### config.mk
export PLATFORM = sky130hd
export DESIGN_NAME = uart_tx_frame
export DESIGN_NICKNAME = d
export VERILOG_FILES = /design/src/rtl/uart_tx_frame.sv
export SDC_FILE = /design/constraint.sdc
export NUM_CORES = 1
export LEC_CHECK = 0
export CORE_UTILIZATION = 40
export DETAILED_ROUTE_END_ITERATION = 6
export PLACE_DENSITY = 0.74
export SLEW_MARGIN = 20
export SYNTH_ARGS = -nofsm -noshare
export SYNTH_HDL_FRONTEND = slang
export SYNTH_SLANG_ARGS = --single-unit
export TNS_END_PERCENT = 50
### constraint.sdc
create_clock -name clk -period 1.91 [get_ports clk]
set_input_delay 0.191 -clock clk [delete_from_list [all_inputs] [get_ports clk]]
set_output_delay 0.191 -clock clk [all_outputs]
set_load 0.02 [all_outputs]
### src/rtl/uart_tx_frame.sv
// UART transmit serializer: start bit, LSB-first data, optional parity, stop bit.
// One bit per clk cycle; outputs are registered and track the state entered on each edge.
module uart_tx_frame #(
   parameter int Data_size = 8
) (
   input  logic                 clk,
   input  logic                 rst,
   input  logic [Data_size-1:0] P_DATA,
   input  logic                 Data_Valid,
   input  logic                 PAR_EN,
   input  logic                 PAR_TYP,
   output logic                 TX_OUT,
   output logic                 busy
);

   // state  | meaning
   // IDLE   | line high, waiting for Data_Valid
   // START  | driving start bit (0)
   // DATA   | shifting out data bits LSB first
   // PARITY | driving latched parity bit
   // STOP   | driving stop bit (1), last busy cycle
   typedef enum logic [2:0] {
      S_IDLE,
      S_START,
      S_DATA,
      S_PARITY,
      S_STOP
   } state_t;

   localparam int CW = $clog2(Data_size);
   localparam logic [CW-1:0] LAST = CW'(Data_size - 1);

   state_t               state, state_nxt;
   logic [CW-1:0]        cnt, cnt_nxt;
   logic [Data_size-1:0] shreg, shreg_nxt;
   logic                 par_bit, par_bit_nxt;
   logic                 par_en_q, par_en_nxt;
   logic                 tx_nxt, busy_nxt;

   // Outputs are computed for the state being entered so they change on the same edge.
   always_comb begin
      state_nxt   = state;
      cnt_nxt     = cnt;
      shreg_nxt   = shreg;
      par_bit_nxt = par_bit;
      par_en_nxt  = par_en_q;
      tx_nxt      = 1'b1;
      busy_nxt    = 1'b1;
      case (state)
         S_IDLE: begin
            busy_nxt = 1'b0;
            if (Data_Valid) begin
               state_nxt   = S_START;
               shreg_nxt   = P_DATA;
               par_en_nxt  = PAR_EN;
               par_bit_nxt = PAR_TYP ? ~^P_DATA : ^P_DATA;
               cnt_nxt     = '0;
               tx_nxt      = 1'b0;
               busy_nxt    = 1'b1;
            end
         end
         S_START: begin
            state_nxt = S_DATA;
            tx_nxt    = shreg[0];
            shreg_nxt = shreg >> 1;
         end
         S_DATA: begin
            if (cnt == LAST) begin
               cnt_nxt = '0;
               if (par_en_q) begin
                  state_nxt = S_PARITY;
                  tx_nxt    = par_bit;
               end else begin
                  state_nxt = S_STOP;
               end
            end else begin
               cnt_nxt   = cnt + CW'(1);
               tx_nxt    = shreg[0];
               shreg_nxt = shreg >> 1;
            end
         end
         S_PARITY: begin
            state_nxt = S_STOP;
         end
         S_STOP: begin
            state_nxt = S_IDLE;
            busy_nxt  = 1'b0;
         end
         default: begin
            state_nxt = S_IDLE;
            busy_nxt  = 1'b0;
         end
      endcase
   end

   always_ff @(posedge clk) begin
      if (!rst) begin
         state    <= S_IDLE;
         cnt      <= '0;
         shreg    <= '0;
         par_bit  <= 1'b0;
         par_en_q <= 1'b0;
         TX_OUT   <= 1'b1;
         busy     <= 1'b0;
      end else begin
         state    <= state_nxt;
         cnt      <= cnt_nxt;
         shreg    <= shreg_nxt;
         par_bit  <= par_bit_nxt;
         par_en_q <= par_en_nxt;
         TX_OUT   <= tx_nxt;
         busy     <= busy_nxt;
      end
   end

endmodule

==> results.yml, run 1 <==
timing:
  final-setup-viol-count: 0
  timing.final.crit_share_pct: 96.35
  slew_violations: 0
  fin_hold_ws_ns: 0.4844
  worst_pin_slew_ns: 0.5655
  timing.final.hold_violations: 0
  max_freq_mhz: 543.4
  period_minus_slack_ns: 1.840
  grt_setup_unrepaired: "false"
  max-slew-margin-rel_pct: 62.03
  fin_skew_ns: 0.001851
floorplan:
  core_um2: 2191
  fp.dieW_um: 50.18
  die_area_um2: 2518
  start_util_pct: 42.38
  pin_count: 15
  rows: 17
  die_height_um: 50.18
setup_path:
  worst-path-buf-inv: 1
  critical_path_class: "flop to flop"
  endpoint_kind: "flop"
  r2r-end: "shreg[7]"
  cp_slowest_cell: "or3b_4"
  r2r-start: "cnt[0]"
  crit_path_start_kind: "flop"
  r2r_cells: 7
  cp_common_cell: "ha_4"
  crit_path_cell_trace: "ha_4 > ha_4 > or3b_4 > a21oi_4 > buf_6 > mux2_2 > nor2_1"
  ff2ff_setup_slack_ns: 0.07
  cp.required_ns: 2.15
  cp_top_family: "simple AND/OR/NAND/NOR gates"
  critPathMaxStageDelay_ns: 0.39
  timing.critical_path.arrival_ns: 2.08
  crit_path_max_fanout: 4
global_route:
  antenna_found_initial: 0
  grt_start_max_net_pins: 14
  grt_pass1_vias: 754
  grtUsageTotal_pct: 16.63
  grt-ovfl-total: 0
  grt_pass1_wl_um: 3132
synthesis:
  ys_ff_latch: 18
  synth_area_um2: 928.4
  yosysSeqAreaShare_pct: 38.81
  synthCells: 107
  ys_types: 27
  synthesis.nets: 122
  yosysWarningCount: 0
  avgSynthCellArea_um2: 8.677
routing:
  drcViolationCount: 0
  drtIter0Drc: 5
  wl_per_cell_um: 12.37
  num_vias: 831
  postRouteAntennaNets: 0
  firstDrtPassIters: 4
  avgViaCountPerCell: 5.361
  routed_wl_um: 1917
final_layout:
  seqCellArea_um2: 362.8
  multi_input_area_um2: 546.8
  drive_gt1_share_pct: 17.32
  n_antenna_cell: 0
  area_growth_pct: 28.44
  postLayoutCoreUtil_pct: 54.43
  final_nets: 143
  fill_cells: 199
place:
  routabilityCongestion: 0.8068
  dp_hpwl_um: 1429
  io_buffers: 14
min_path:
  hold_path_end: "shreg[1]"
  hold_path_class: "flop to flop"
  min_path_cells: 2
  worst_hold_startpoint: "shreg[2]"
run_status:
  status: "complete, no violations"
power:
  net-switching-power_mw: 0.2571
  p_leak_nw: 0.4470
  power.clock.fraction_pct: 26.5
  internal-power_mw: 0.6477
  seq_power_share_pct: 47.9
  p_comb_share_pct: 25.6
  power_density_nw_per_um2: 758.8
  total_power_mw: 0.9048
  ir_drop_uv: 423.0
  switching_share_pct: 28.41
cts:
  htree_levels: 1
  cts_buffer_depth: 2
  path_clk_slew_ns: 0.11
  cts_tree: "built"
  clk_latency_ns: 0.30
  numCtsBuffers: 3
  cts.sinks: 18
  root_buffer: "clkbuf_4"
flow_run:
  cap_violations: 0
==> metrics by stage <==
| step | setup TNS (ns) | setup WS [ns] | cells | area [um^2] |
|---|---|---|---|---|
| floorplan | 0 | 0.09878 | 107 | 928.4 |
| finish | 0 | 0.06963 | 155 | 1192 |
| CTS | 0 | 0.007903 | 155 | 1166 |
| global placement | 0 | 0.1037 | 149 | 1107 |
| detailed placement | -0.03128 | -0.03128 | 149 | 1107 |
| global route | 0 | 0.002404 | 155 | 1192 |
==> worst max path at each step <==
stage,start,to,slack [ns],cells past startpoint
2_1_floorplan,cnt[0],shreg[4],0.1,7
3_3_place_gp,cnt[0],shreg[4],0.10,7
3_5_place_dp,cnt[0],shreg[2],-0.03,7
4_1_cts,cnt[0],shreg[7],0.008,7
5_1_grt,cnt[0],shreg[7],0.002,7
6_report,cnt[0],shreg[7],0.07,7
==> power by group through the flow <==
stage                     logic [mW]  clock network, mW  registers, mW
after floorplan                0.152                  0          0.438
after global placement         0.212                  0          0.440
after detailed placement       0.219                  0          0.440
after CTS                      0.231              0.244          0.432
after global routing           0.254              0.254          0.438
final                          0.232              0.240          0.433
==> synthesized netlist by cell type <==
cell type | number | area share [%]
a311oi_1 | 4 | 3.8
xnor2_1 | 4 | 3.8
or3b_1 | 1 | 0.94
a211o_1 | 2 | 1.9
nand3b_1 | 1 | 0.81
a311oi_2 | 3 | 4.9
nor3b_1 | 2 | 1.6
a22oi_1 | 3 | 2.4
dfxtp_1 | 18 | 39
clkbuf_1 | 2 | 0.81
xor2_1 | 2 | 1.9
mux2_2 | 1 | 1.2
a21oi_4 | 1 | 1.8
buf_6 | 1 | 1.2
nor3_1 | 3 | 1.6
buf_4 | 2 | 1.6
ha_1 | 2 | 2.7
nor2_1 | 22 | 8.9
and3_1 | 1 | 0.67
xnor3_1 | 1 | 2.4
a21oi_1 | 5 | 2.7
nand2_1 | 10 | 4.0
inv_1 | 4 | 1.6
o21ai_0 | 9 | 4.9
nor4b_2 | 1 | 1.6
o21bai_1 | 1 | 0.81
nand2b_1 | 1 | 0.67
==> layer usage <==
metal	global-route usage [%]	vias up	part of all wire, %
met5	0	-	0
met4	7.143	0	0.89
met3	2.727	3	3.2
met2	29.33	16	51
met1	19.59	397	45
li1	-	415	-
==> repair_timing <==
item,in CTS,in global routing
resized for setup,3,5
setup endpoints to repair,1,5
buffers inserted,2,0
pin swaps,2,2
endpoints found under the hold margin,0,0
hold buffers,0,0
==> registers in the layout, indices dropped and copies added, names as in the netlist <==
register and cells:
busy 1, shreg 8, cnt 3, par_en_q 1
state 3, TX_OUT 1, par_bit 1
==> layout by cell type (no fill, tap or decap), types with 2 or more instances in the layout <==
cell and n:
a211o_1 2, ha_4 2, nand2_1 10, inv_1 4, a311oi_1 4, a311oi_2 3, dfxtp_1 16, dfxtp_2 2
xor2_1 2, nor2_1 22, a21oi_1 5, buf_4 6, xnor2_1 4, nor3b_1 2, clkbuf_4 3, o21ai_0 9
nor3_1 3, a22oi_1 3, clkdlybuf4s50_1 14
==> cells by family (layout without fill, tap and decap cells) <==
logic type,after synthesis,in the layout,synth area share (%)
and+or+nand+nor,42,42,20.89
AOI/OAI and AO/OA,28,28,23.05
DFF,18,18,38.81
buffers and inverters,9,29,5.255
xor gates and xnor gates,7,7,8.086
adders and majority gates,2,2,2.695
muxes,1,1,1.213
==> final cells by class <==
type                       instances  area share [%]
timing repair buffer              21           16.47
sequential                        18           30.43
multi-input combinational         80           45.86
clock buffer                       4           3.043
tap                               28           2.938
inverter                           4           1.259
==> worst reg2reg max path, cell delays in order, from the launching register on <==
cell     delay, ns
dfxtp_2       0.36
ha_4          0.16
ha_4          0.15
or3b_4        0.39
a21oi_4       0.18
buf_6         0.13
mux2_2        0.32
nor2_1        0.08
Note: power is estimated with default switching activity, not from simulation.
==> run 2: changes to the inputs <==
- CORE_MARGIN: default -> 10
- CORE_UTILIZATION: 40 -> 45
- PLACE_DENSITY: 0.74 -> 0.81
- REMOVE_ABC_BUFFERS: default -> 1
==> results.yml, run 2 (synthesized netlist as in run 1, its figures left out) <==
run_status:
  status: "complete, no violations"
setup_path:
  cp.required_ns: 2.09
  crit_path_max_fanout: 6
  crit_path_start_kind: "flop"
  endpoint_kind: "flop"
  crit_path_cell_trace: "ha_4 > ha_4 > or3b_4 > a21oi_4 > clkbuf_16 > buf_6 > a311oi_2"
  cp_slowest_cell: "or3b_4"
  cp_top_family: "simple AND/OR/NAND/NOR gates"
  ff2ff_setup_slack_ns: 0.04
  cp_common_cell: "ha_4"
  worst-path-buf-inv: 2
  critPathMaxStageDelay_ns: 0.41
  critical_path_class: "flop to flop"
  timing.critical_path.arrival_ns: 2.05
cts:
  numCtsBuffers: 3
  cts_buffer_depth: 2
  htree_levels: 1
  clk_latency_ns: 0.30
  cts.sinks: 18
  root_buffer: "clkbuf_4"
  cts_hold_buf: 0
  cts_tree: "built"
  path_clk_slew_ns: 0.10
floorplan:
  die_area_um2: 4280
  fp.dieW_um: 65.42
  start_util_pct: 47.32
  core_um2: 1962
  pin_count: 15
  rows: 16
  die_height_um: 65.42
routing:
  routed_wl_um: 2292
  postRouteAntennaNets: 0
  drcViolationCount: 0
  drtIter0Drc: 35
  topRoutingLayerUsed: "met4"
  wl_met1_um: 944
  wl_per_cell_um: 14.98
  dr_wl_met3_um: 90
  num_vias: 840
  wl_met2_um: 1182
  avgViaCountPerCell: 5.490
  firstDrtPassIters: 4
global_route:
  grt_start_max_net_pins: 14
  grt_pass1_vias: 764
  grt-ovfl-total: 0
  grtUsageTotal_pct: 10.60
  antenna_found_initial: 0
  grt_pass1_wl_um: 3546
final_layout:
  final_cells: 153
  n_antenna_cell: 0
  drive_gt1_share_pct: 17.46
  final_cell_mix: "nor2_1 (21), dfxtp_1 (16), clkdlybuf4s50_1 (14), nand2_1 (10), o21ai_0 (9)"
  largest_reg_flops: 8
  fill_cells: 169
  layout_commonest_cell: "nor2_1"
  postLayoutCoreUtil_pct: 62.31
  final_nets: 142
  regMostFlops: "shreg"
  area_growth_pct: 31.67
  top_regs: "shreg: 8 flops, cnt: 3 flops, state: 3 flops"
timing:
  final-setup-viol-count: 0
  period_minus_slack_ns: 1.872
  max-slew-margin-rel_pct: 55.71
  worst_pin_slew_ns: 0.6596
  timing.final.hold_violations: 0
  slew_violations: 0
  timing.final.crit_share_pct: 98.01
  tns_ns: 0
  max_freq_mhz: 534.2
  fin_skew_ns: 0.002650
place:
  dp_hpwl_um: 1586
  io_buffers: 14
  routabilityCongestion: 0.8009
  place_inst: 146
power:
  p_leak_nw: 0.4596
  total_power_mw: 0.9320
  ir_drop_uv: 409.0
  power_density_nw_per_um2: 762.4
min_path:
  hold_path_class: "flop to flop"
flow_run:
  cap_violations: 0
[run 2: worst paths after layout]
path / cells after the start / endpoint / startpoint
max: 7 / shreg[6] / cnt[0]
min: 2 / shreg[2] / shreg[3]
max reg2reg: 7 / shreg[6] / cnt[0]
min reg2reg: 2 / shreg[2] / shreg[3]
[run 2: power breakdown]
part | switching (mW) | internal [mW] | leakage (nW)
clock | 0.124 | 0.116 | 0.0210
sequential | 0.0292 | 0.411 | 0.150
combinational | 0.115 | 0.136 | 0.289
[run 2: repair_timing]
item                                    CTS  global route
setup buffers                             0             2
resized for setup                         0            11
endpoints found under the setup margin    0             8
[run 2: metrics by stage]
step | area, um^2 | hold WS, ns | worst slack, ns
final | 1222 | 0.4843 | 0.03804
after global routing | 1222 | 0.5091 | -0.03261
after CTS | 1140 | 0.4820 | 0.02663
after detailed placement | 1104 | 0.4751 | 0.04815
after global placement | 1104 | 0.4701 | 0.1343
after floorplan | 894.6 | 0.3296 | -0.03103
[run 2: tightest hold or removal path: stages (launching register included)]
cell	delay [ns]
dfxtp_1	0.33
nand2_1	0.05
a311oi_1	0.07
[run 2: per-layer routing]
layer / vias to the layer above / track usage (%)
met5: - / 0
met4: 0 / 8.021
met3: 6 / 2.203
met2: 28 / 17.93
met1: 390 / 11.35
li1: 416 / -
[run 2: area by class of cell]
type,count,area (um^2),share of cell area (%)
multi-input cells,80,553.0,45.24
flip-flops and latches,18,365.4,29.89
repair buffers,20,219.0,17.91
clock buffers,4,36.28,2.968
well taps,27,33.78,2.764
inverters,4,15.01,1.228
==> variant 1 (settings of run 2) <==
Register the inputs `P_DATA`, `Data_Valid`, `PAR_EN` and `PAR_TYP` before use, cleared by the reset. The logic sees them one clock later.
--- a/src/rtl/uart_tx_frame.sv
+++ b/src/rtl/uart_tx_frame.sv
@@ -32,2 +32,21 @@
 
+   logic [Data_size-1:0] P_DATA_q;
+   logic Data_Valid_q;
+   logic PAR_EN_q;
+   logic PAR_TYP_q;
+
+   always_ff @(posedge clk) begin
+      if (!rst) begin
+         P_DATA_q     <= '0;
+         Data_Valid_q <= '0;
+         PAR_EN_q     <= '0;
+         PAR_TYP_q    <= '0;
+      end else begin
+         P_DATA_q     <= P_DATA;
+         Data_Valid_q <= Data_Valid;
+         PAR_EN_q     <= PAR_EN;
+         PAR_TYP_q    <= PAR_TYP;
+      end
+   end
+
    state_t               state, state_nxt;
@@ -51,7 +70,7 @@
             busy_nxt = 1'b0;
-            if (Data_Valid) begin
+            if (Data_Valid_q) begin
                state_nxt   = S_START;
-               shreg_nxt   = P_DATA;
-               par_en_nxt  = PAR_EN;
-               par_bit_nxt = PAR_TYP ? ~^P_DATA : ^P_DATA;
+               shreg_nxt   = P_DATA_q;
+               par_en_nxt  = PAR_EN_q;
+               par_bit_nxt = PAR_TYP_q ? ~^P_DATA_q : ^P_DATA_q;
                cnt_nxt     = '0;
Function: changed (a bounded check fails within 4 cycles, from zero or initial values and one cycle with rst low).
==> variant 1 against run 2 <==
Cell area increased by 20%; wire length decreased by 2.4%; power rose by 31%; maximum frequency is 2.4% higher; worst setup slack better by 0.043 ns; combinational power shrank 25%; sequential cell count up 11; critical path depth unchanged; synthesized cell count rose by 19%; synthesized area rose by 32%.
==> variant 1: results (changes against run 2) <==
* Placed insts at 171 (was 146)
* Fin cells at 179 (was 153)
* Reg2reg setup slack at 0.08 ns (was 0.04 ns)
* Met3 wire length at 94 µm (was 90 µm)
* Placed cell area at 1410 µm² (was 1100 µm²)
* Post-synthesis sequential area ratio at 47.5% (was 38.8%)
* Crit-path max FO at 6 (unchanged)
* Vias at 967 (was 840)
* Worst-path clk slew at 0.08 ns (was 0.10 ns)
* Hold Path Stages at 2 (unchanged)
* Largest net degree at the start of global routing at 16 (was 14)
* DR WL met2 at 1010 µm (was 1180 µm)
* Dominant cells by area after synthesis: dfxtp_1 (48%), nor2_1 (6.1%), and2_1 (5.6%) (was dfxtp_1 (39%), nor2_1 (8.9%), o21ai_0 (4.9%))
* Hold slack at 0.443 ns (was 0.484 ns)
* Met2 Usage GRT at 14.4% (was 17.9%)
* Pre-CTS WS at -0.0338 ns (was 0.0481 ns)
* Met1 WL at 1070 µm (was 944 µm)
* Htree depth at 2 (was 1)
* Post-DR wirelength/cell at 12.5 µm (was 15.0 µm)
* Placer Congestion at 0.782 (was 0.801)
* Outcome: complete, no violations (unchanged)
* Total track usage at 9.19% (was 10.6%)
* First-pass GRT wire length at 3880 µm (was 3550 µm)
* Slowest cell on the critical path: or3b_4 (unchanged)
* Slowest stage delay, CP at 0.39 ns (was 0.41 ns)
* Share of cells above drive strength 1 at 12.8% (was 17.5%)
* Met1 Usage GRT at 10.3% (was 11.3%)
* Count of different cell masters after synthesis at 32 (was 27)
* Clock Skew at 0.00707 ns (was 0.00265 ns)
* # diodes at 0 (unchanged)
* Worst reg-to-reg path cell count at 7 (unchanged)
* WP data arrival at 2.06 ns
* Worst Hold Launch: P_DATA[7] (was shreg[3])
* Largest regs: P_DATA_q (8), shreg (8) (was shreg (8), cnt (3), state (3))
* Nets at 164 (was 142)
* Hold Path Class: in -> reg (was reg -> reg)
* Max frequency at 0.547 GHz (was 0.534 GHz)
* Top Metal Used: met4 (unchanged)
* Drt first pass iters at 4 (unchanged)
* RR Endpoint: shreg[0] (was shreg[6])
* Synth warn at 0 (unchanged)
* Vias in the first global route at 942 (was 764)
* Root Driver: clkbuf_4 (unchanged)
* Syn_area_per_cell at 9.62 µm² (was 8.68 µm²)
* Port Buffers at 14 (unchanged)
* Most common library cells after synthesis: dfxtp_1 (29), nor2_1 (20), and2_1 (11) (was nor2_1 (22), dfxtp_1 (18), nand2_1 (10))
* Post-synth ARST share at 0% (unchanged)
* Pleak at 0.581 nW (was 0.460 nW)
* Clk_lat worst skew at 0.32 ns (was 0.30 ns)
* Worst Hold Endpoint: P_DATA_q[7] (was shreg[2])
* Met3 GRT Util at 3.40% (was 2.20%)
* Max clock buf depth at 2 (unchanged)
* 1st-iter DRT viols at 70 (was 35)
* Peak supply drop at 0.482 mV (was 0.409 mV)
* Post-DP HPWL at 1710 µm (was 1590 µm)
* Worst r2r src: cnt[0] (unchanged)
* Num CTS Buffers at 5 (was 3)
* Relative slew slack at 64.4% (was 55.7%)
[variant 1: cell types whose count changed after synthesis, moves of 2 or more]
cell      before  now
a22oi_1        3    0
nor3_1         3    1
dfxtp_1       18   29
nor2b_1        0    2
buf_4          2    0
and2_1         0   11
nor2_1        22   20
clkbuf_1       2    4
a21oi_1        5    2
a32oi_1        0    3
[variant 1: kinds of logic after synthesis]
family / after synthesis / share of synthesized area (%)
fa+ha+maj: 2 / 2.05
xor+xnor: 7 / 6.15
flops: 29 / 47.5
buf+inv: 9 / 4.00
simple gates: 51 / 20.8
compound gates: 27 / 17.7
mux: 2 / 1.74
[variant 1: report_power, final]
group / switching (mW) / total [mW] / internal [mW]
clock network: 0.191 / 0.364 / 0.173
registers: 0.0239 / 0.668 / 0.644
logic: 0.0846 / 0.187 / 0.102
total: 0.299 / 1.22 / 0.919
[variant 1: final cells by class]
class,count,area (µm²)
multi-input cells,89,592
fillers,234,1050
clock buffers,7,55.1
inverters,3,11.3
well taps,30,37.5
repair buffers,21,193
flip-flops and latches,29,581
[variant 1: worst max path at each step]
stage                     startpoint  endpoint  cells past startpoint
after floorplan               cnt[0]  shreg[7]                      6
after global placement        cnt[0]  shreg[2]                      7
after detailed placement      cnt[0]  shreg[0]                      7
after CTS                     cnt[0]  shreg[0]                      7
after global routing          cnt[0]  shreg[2]                      7
final                         cnt[0]  shreg[0]                      7
[variant 1: worst max-delay path: cells and delay by family, from the launching register on]
| kind | cells | cell delay, ns |
|---|---|---|
| flops | 1 | 0.34 |
| simple gates | 2 | 0.43 |
| buf+inv | 1 | 0.16 |
| fa+ha+maj | 2 | 0.40 |
| compound gates | 2 | 0.40 |
[variant 1: repair_timing]
action	CTS	global route
hold buffers	0	0
pin swaps	1	1
gates resized for setup	0	0
setup endpoints to repair	3	1
setup buffers	1	0
==> variant 2 (config.mk and constraints of run 2) <==
Without the edit above. The parameter `Data_size` goes from 8 to 16.
--- a/src/rtl/uart_tx_frame.sv
+++ b/src/rtl/uart_tx_frame.sv
@@ -3,3 +3,3 @@
 module uart_tx_frame #(
-   parameter int Data_size = 8
+   parameter int Data_size = 16
 ) (
Ports: changed (resized P_DATA); port bits go from 15 to 23. No check against the original RTL was run, so the function may have changed too.
==> variant 2 against run 2 <==
Wire length increased by 34%; power grew 40%; largest cell class unchanged; cell area rose by 43%; highest routed layer unchanged; synthesized area increased by 56%; sequential cell count rose by 9; worst setup slack gained 0.26 ns; die area grew 38%.
==> variant 2: results (changes against run 2) <==
* DR WL met2 at 1450 µm (was 1180 µm)
* Count of different cell masters after synthesis at 37 (was 27)
* Peak supply drop at 0.449 mV (was 0.409 mV)
* Worst-path clk slew at 0.15 ns (was 0.10 ns)
* Post-synthesis sequential area ratio at 37.2% (was 38.8%)
* Largest regs: shreg (16), cnt (4), state (3) (was shreg (8), cnt (3), state (3))
* 1st-iter DRT viols at 74 (was 35)
* Nets at 211 (was 142)
* Most common library cells after synthesis: dfxtp_1 (27), nand2_1 (23), nand3_1 (19) (was nor2_1 (22), dfxtp_1 (18), nand2_1 (10))
* Outcome: complete, no violations (unchanged)
* Reg2reg setup slack at 0.30 ns (was 0.04 ns)
* First-pass GRT wire length at 5330 µm (was 3550 µm)
* Placer Congestion at 0.846 (was 0.801)
* Slowest stage delay, CP at 0.68 ns (was 0.41 ns)
* Vias at 1,252 (was 840)
* WP data arrival at 1.90 ns (was 2.05 ns)
* Met1 WL at 1460 µm (was 944 µm)
* Share of cells above drive strength 1 at 9.04% (was 17.5%)
* Worst Max-Slew Pin Slew at 0.526 ns (was 0.660 ns)
* Crit-path max FO at 15 (was 6)
* Hold slack at 0.466 ns (was 0.484 ns)
* Met3 wire length at 156 µm (was 90 µm)
* Clk_lat worst skew at 0.33 ns (was 0.30 ns)
* Filler cell count at 280 (was 169)
* Routed wire length at 3080 µm (was 2290 µm)
[variant 2: cell families (layout without fill, tap and decap cells)]
group | after synthesis | in the layout | synth area share [%]
XOR/XNOR | 16 | 16 | 11.6
adder cells (fa/ha/maj) | 1 | 1 | 0.861
buffers and inverters | 13 | 34 | 4.91
flip-flops | 27 | 27 | 37.2
multiplexers | 3 | 3 | 2.07
AND/OR/NAND/NOR | 63 | 63 | 21.3
AO/OA/AOI/OAI | 44 | 44 | 22.0
[variant 2: routing by layer]
layer,global-route usage [%],vias to the layer above
met2,17.6,34
li1,-,636
met5,0,-
met3,3.50,2
met1,12.2,580
met4,2.79,0
[variant 2: worst paths after layout]
path              end  startpoint  cells past startpoint
max          shreg[7]    state[1]                      5
min          par_en_q      PAR_EN                      3
max reg2reg  shreg[7]    state[1]                      5
min reg2reg    cnt[3]      cnt[3]                      1
[variant 2: final cells by class]
cell class | instances | area [µm²] | area share, %
inverter | 2 | 7.51 | 0.429
tap | 44 | 55.1 | 3.15
timing repair buffer | 28 | 278 | 15.9
clock inverter | 1 | 5.00 | 0.286
clock buffer | 3 | 22.5 | 1.29
sequential | 27 | 541 | 30.9
multi-input combinational | 127 | 841 | 48.1
[variant 2: worst max-delay path, delay by kind of cell (launching register included)]
kind	cells	cell delay [ns]
AOI/OAI and AO/OA	1	0.14
xor gates and xnor gates	1	0.21
DFF	1	0.68
and+or+nand+nor	3	0.54
[variant 2: power by group through the flow]
stage               clock network (mW)  logic [mW]  registers [mW]
detailed placement                   0       0.385           0.678
floorplan                            0       0.254           0.673
global placement                     0       0.375           0.675
CTS                              0.258       0.387           0.665
finish                           0.251       0.385           0.666
global route                     0.280       0.425           0.674
